## src/rtl/uart_rx.sv

```systemverilog
// uart_rx: 8-bit UART receiver. Frame is start(0), 8 data bits LSB first,
// even parity, stop(1). Each bit is sampled at mid-bit with a clock counter.
// Ports:
//   clk            system clock, rising edge
//   reset_n        asynchronous active-low reset
//   RX_serial_in   asynchronous serial line, idles high
//   RX_data_out    last good byte, held until the next good frame
//   RX_valid       one-clk strobe on a frame with a good stop bit
//   RX_parity_err  parity mismatch of the last good frame (held)
//   RX_frame_err   one-clk strobe when the stop bit is sampled low
//   RX_active      high from start detection until the frame ends
module uart_rx #(
    parameter int unsigned BR               = 9600,
    parameter int unsigned CLK_RATE         = 50_000_000,
    parameter int unsigned POSEDGES_FOR_BIT = CLK_RATE / BR
) (
    input  logic       clk,
    input  logic       reset_n,
    input  logic       RX_serial_in,
    output logic [7:0] RX_data_out,
    output logic       RX_valid,
    output logic       RX_parity_err,
    output logic       RX_frame_err,
    output logic       RX_active
);

    localparam int unsigned CNT_W  = 16;
    localparam int unsigned IDX_W  = 3;
    localparam int unsigned DATA_W = 8;

    localparam logic [CNT_W-1:0] BIT_LAST  = CNT_W'(POSEDGES_FOR_BIT - 1);
    localparam logic [CNT_W-1:0] HALF_LAST = CNT_W'(POSEDGES_FOR_BIT / 2 - 1);
    localparam logic [IDX_W-1:0] IDX_LAST  = IDX_W'(DATA_W - 1);

    typedef enum logic [2:0] {
        IDLE,
        START,
        DATA,
        PARITY,
        STOP,
        BREAK
    } state_t;

    state_t              state_q, state_d;
    logic [CNT_W-1:0]    cnt_q, cnt_d;
    logic [IDX_W-1:0]    idx_q, idx_d;
    logic [DATA_W-1:0]   shift_q, shift_d;
    logic                perr_q, perr_d;
    logic [DATA_W-1:0]   data_d;
    logic                valid_d;
    logic                parity_err_d;
    logic                frame_err_d;
    logic                active_d;
    logic                rx_meta;
    logic                rx_s;
    logic                bit_done;

    // Two-flop synchroniser; resets to the idle line level.
    always_ff @(posedge clk or negedge reset_n) begin
        if (!reset_n) begin
            rx_meta <= 1'b1;
            rx_s    <= 1'b1;
        end else begin
            rx_meta <= RX_serial_in;
            rx_s    <= rx_meta;
        end
    end

    // State, datapath and output registers.
    always_ff @(posedge clk or negedge reset_n) begin
        if (!reset_n) begin
            state_q       <= IDLE;
            cnt_q         <= '0;
            idx_q         <= '0;
            shift_q       <= '0;
            perr_q        <= 1'b0;
            RX_data_out   <= '0;
            RX_valid      <= 1'b0;
            RX_parity_err <= 1'b0;
            RX_frame_err  <= 1'b0;
            RX_active     <= 1'b0;
        end else begin
            state_q       <= state_d;
            cnt_q         <= cnt_d;
            idx_q         <= idx_d;
            shift_q       <= shift_d;
            perr_q        <= perr_d;
            RX_data_out   <= data_d;
            RX_valid      <= valid_d;
            RX_parity_err <= parity_err_d;
            RX_frame_err  <= frame_err_d;
            RX_active     <= active_d;
        end
    end

    assign bit_done = (cnt_q == BIT_LAST);

    // Next-state and next-output logic.
    always_comb begin
        state_d      = state_q;
        cnt_d        = cnt_q;
        idx_d        = idx_q;
        shift_d      = shift_q;
        perr_d       = perr_q;
        data_d       = RX_data_out;
        valid_d      = 1'b0;
        parity_err_d = RX_parity_err;
        frame_err_d  = 1'b0;
        active_d     = RX_active;

        case (state_q)
            IDLE: begin
                active_d = 1'b0;
                cnt_d    = '0;
                if (!rx_s) begin
                    state_d  = START;
                    active_d = 1'b1;
                end
            end

            // Half a bit in, the line must still be low or it was a glitch.
            START: begin
                if (cnt_q == HALF_LAST) begin
                    cnt_d = '0;
                    idx_d = '0;
                    if (!rx_s) begin
                        state_d = DATA;
                    end else begin
                        state_d  = IDLE;
                        active_d = 1'b0;
                    end
                end else begin
                    cnt_d = cnt_q + CNT_W'(1);
                end
            end

            DATA: begin
                if (bit_done) begin
                    cnt_d          = '0;
                    shift_d[idx_q] = rx_s;
                    if (idx_q == IDX_LAST) begin
                        state_d = PARITY;
                    end else begin
                        idx_d = idx_q + IDX_W'(1);
                    end
                end else begin
                    cnt_d = cnt_q + CNT_W'(1);
                end
            end

            PARITY: begin
                if (bit_done) begin
                    cnt_d   = '0;
                    perr_d  = rx_s ^ (^shift_q);
                    state_d = STOP;
                end else begin
                    cnt_d = cnt_q + CNT_W'(1);
                end
            end

            // Leaving at the stop mid-point lets a following start bit be seen.
            STOP: begin
                if (bit_done) begin
                    cnt_d = '0;
                    if (rx_s) begin
                        data_d       = shift_q;
                        parity_err_d = perr_q;
                        valid_d      = 1'b1;
                        active_d     = 1'b0;
                        state_d      = IDLE;
                    end else begin
                        frame_err_d = 1'b1;
                        state_d     = BREAK;
                    end
                end else begin
                    cnt_d = cnt_q + CNT_W'(1);
                end
            end

            // Hold off until the line returns high so a break is not decoded.
            BREAK: begin
                if (rx_s) begin
                    state_d  = IDLE;
                    active_d = 1'b0;
                end
            end

            default: begin
                state_d  = IDLE;
                cnt_d    = '0;
                active_d = 1'b0;
            end
        endcase
    end

endmodule

```

## config.mk

```make
export PLATFORM = sky130hd
export DESIGN_NAME = uart_rx
export DESIGN_NICKNAME = d
export VERILOG_FILES = /design/src/rtl/uart_rx.sv
export SDC_FILE = /design/constraint.sdc
export NUM_CORES = 1
export LEC_CHECK = 0
export CAP_MARGIN = 10
export CORE_AREA = 2 2 76 92
export DETAILED_ROUTE_END_ITERATION = 6
export DIE_AREA = 0 0 78 94
export SETUP_SLACK_MARGIN = 0.02
export SYNTH_ARGS = -nofsm -noshare
export SYNTH_HDL_FRONTEND = slang
export SYNTH_SLANG_ARGS = --single-unit
```

## constraint.sdc

```tcl
create_clock -name clk -period 2.7 [get_ports clk]
set_input_delay 0.675 -clock clk [delete_from_list [all_inputs] [get_ports clk]]
set_output_delay 0.675 -clock clk [all_outputs]
set_load 0.02 [all_outputs]
```

==> run_results.csv <==
group,metric,value,unit
logic_synthesis,synth_warnings,0,
min_path,min_from,"rx_meta",
routing,first_pass_iters,4,
sta,tightest_slew,1040,ps
sta,report.final.slew_viol_count,0,
sta,fmax,404,MHz
power_and_ir_drop,power_density,457,mW/mm^2
routing,vias,1755,
placement,globalplace.congestion,0.829,
global_route,grt_pass1_wl,8.12,mm
finish,fin_cells,327,
floorplan,die_w,78,um
logic_synthesis,synth_area_leaders,"dfrtp_1 46%, mux2_2 9.2%, o21ai_0 3.7%",
routing,drt_iter0_drc,61,
logic_synthesis,syn-num-nets,225,
global_route,track_usage,0.140,
worst_setup_path,crit_chain,"or3_4, or4_4, or3_4, nor3b_2, mux2_1",
worst_setup_path,r2r-start,"cnt_q[8]",
sta,setup_violations,0,
cts,cts-root-buf,"clkbuf_8",
global_route,grt_pass1_vias,1727,
global_route,grt_max_degree,30,
worst_setup_path,crit_start,"cnt_q[8]",
worst_setup_path,cp_max_fo,5,
floorplan,num_rows,32,
finish,nets,247,
cts,cts_tree,"yes",
logic_synthesis,synth_cell_types,46,
finish,fin_util,0.424,
power_and_ir_drop,ir_worst_vdd,0.231,mV
sta,finalCritPeriodShare,0.916,
floorplan,core-area,0.00641,mm^2
global_route,antenna_found_initial,0,
logic_synthesis,yosysTopAreaCellShare,0.464,
cts,path_clk_slew,90,ps
cts,cts_buffers,5,
worst_setup_path,cp-end-kind,"flop",
finish,drive_above_1_share,0.219,
routing,drc,0,
logic_synthesis,ys_ff_latch,45,
floorplan,die_y,94,um
worst_setup_path,rrSetupSlack,230,ps
sta,setup_tns,0,ps
logic_synthesis,yosysSeqAreaShare,0.486,
floorplan,dieArea,0.00733,mm^2
routing,vias_per_cell,5.37,
floorplan,initial_core_util,0.362,
worst_setup_path,required,2880,ps
worst_setup_path,cpPeakStageDelay,570,ps
logic_synthesis,synth_ff_type,"dfrtp_1",
sta,fin_crit,2470,ps
power_and_ir_drop,power.leakage,1.18,nW
logic_synthesis,yosysTopAreaCell,"dfrtp_1",
sta,rsz0062_at_grt,"false",
floorplan,ios,15,
sta,slew_headroom,0.309,
cts,hold_buffers,0,
logic_synthesis,synthCells,219,
logic_synthesis,ys_async_sr_fraction,1.00,
worst_setup_path,startpoint_type,"flop",
cts,post-cts-setup-buffers,0,
power_and_ir_drop,totalPowerFinal,1.24,mW
finish,final_area,0.00272,mm^2
routing,routed_wl,4.73,mm
placement,port_buffers,14,
logic_synthesis,synth_area_per_cell,10.6,um^2
cts,clk_latency,310,ps
job,drv_cap,0,
global_route,grt-ovfl-total,0,
worst_setup_path,crit_slowest_cell,"or4_4",
worst_setup_path,critical_path_arrival,2660,ps
cts,clock_path_buffers,2,
cts,clock-sinks,45,
finish,diodes,0,
sta,hold_viol_final,0,
placement,place_area,0.00260,mm^2
placement,place_inst,319,
cts,cts_resized,0,
cts,cts.htree.levels,2,
run_status,status,"completed",
placement,dpl.hpwl,3.39,mm
worst_setup_path,critPathKind,"reg2reg",
sta,skew,10.3,ps
finish,syn_to_final_growth,17.1,%
logic_synthesis,synth.cell_area,0.00232,mm^2
routing,drt-wirelength-per-cell,14.5,um
min_path,hold_path_class,"reg2reg",
worst_setup_path,cp_common_cell,"or3_4",
routing,ant_nets,0,
logic_synthesis,synth_edf_count,0,
==> sequential cells by signal, indices dropped and copies added (netlist names) <==
name,count
RX_data_out,8
idx_q,3
state_q,3
shift_q,8
perr_q,1
RX_frame_err,1
cnt_q,16
RX_active,1
rx_meta,1
RX_parity_err,1
rx_s,1
RX_valid,1
==> cell type report <==
| cell class | count | area (um^2) |
|---|---|---|
| Fill cell | 642 | 3690 |
| Multi-Input combinational cell | 160 | 1130 |
| Sequential cell | 45 | 1130 |
| Timing Repair Buffer | 24 | 210 |
| Tap cell | 85 | 106 |
| Clock buffer | 6 | 82.6 |
| Clock inverter | 2 | 37.5 |
| Inverter | 5 | 18.8 |
==> worst paths after layout <==
path / to / cells after the start
worst max-delay path: shift_q[2] / 5
worst min-delay path: rx_s / 0
worst max register to register: shift_q[2] / 5
worst min register to register: rx_s / 0
max in group asynchronous: cnt_q[6] / 2
min in group asynchronous: perr_q / 1
==> placed cells by master, fill, tap and decap left out, drive strengths merged, types with 6 or more instances in the layout <==
cell type	count
dfrtp	43
mux2	21
o21ai	17
nand2	16
clkdlybuf4s50	13
nand3	11
buf	11
nor2	9
xnor2	9
a21oi	8
nor3	8
clkbuf	6
or3	6
==> synth_stat cells, drive strengths merged, types with 4 or more instances <==
cell type / number
nor4: 4
xnor2: 9
mux2: 21
nor2: 9
a31oi: 5
clkbuf: 6
nand3: 11
a21oi: 8
nand2: 16
o21ai: 17
or3: 6
dfrtp: 43
nor3b: 4
inv: 5
nor3: 8
a22o: 4
==> power by group <==
group          internal (mW)  leakage (nW)  switching, mW  total, mW
logic                0.00614         0.519         0.0149     0.0211
clock network          0.301        0.0574          0.239      0.540
registers              0.676         0.602        0.00345      0.680
==> kinds of logic (layout without fill, tap and decap cells) <==
family / after synthesis / in the layout / synth area share
AOI/OAI and AO/OA: 45 / 45 / 0.121
xor gates and xnor gates: 11 / 11 / 0.0415
DFF: 45 / 45 / 0.486
and+or+nand+nor: 80 / 80 / 0.208
adders and majority gates: 3 / 3 / 0.0162
buffers and inverters: 14 / 37 / 0.0253
muxes: 21 / 21 / 0.102
==> metal layers <==
layer  routed length [um]  global-route usage  part of all wire  up-vias
li1                     -                   -                 -      858
met1                 2120               0.170              0.45      868
met2                 2420               0.248              0.51       24
met3                  130              0.0308             0.027        5
met4                   61              0.0453             0.013        0
met5                    0                   0                 0        -
==> worst max-delay path: cells and delay by family, from the launching register on <==
family | cells | cell delay [ps]
simple gates | 4 | 1580
flops | 1 | 440
mux | 1 | 340
==> per-stage QoR <==
step                worst slack [ps]  hold slack (ps)
floorplan                        307              345
global placement                 267              347
detailed placement               222              348
CTS                              219              360
global route                    47.7              361
finish                           226              360
Power figures use the tool's default switching activity.
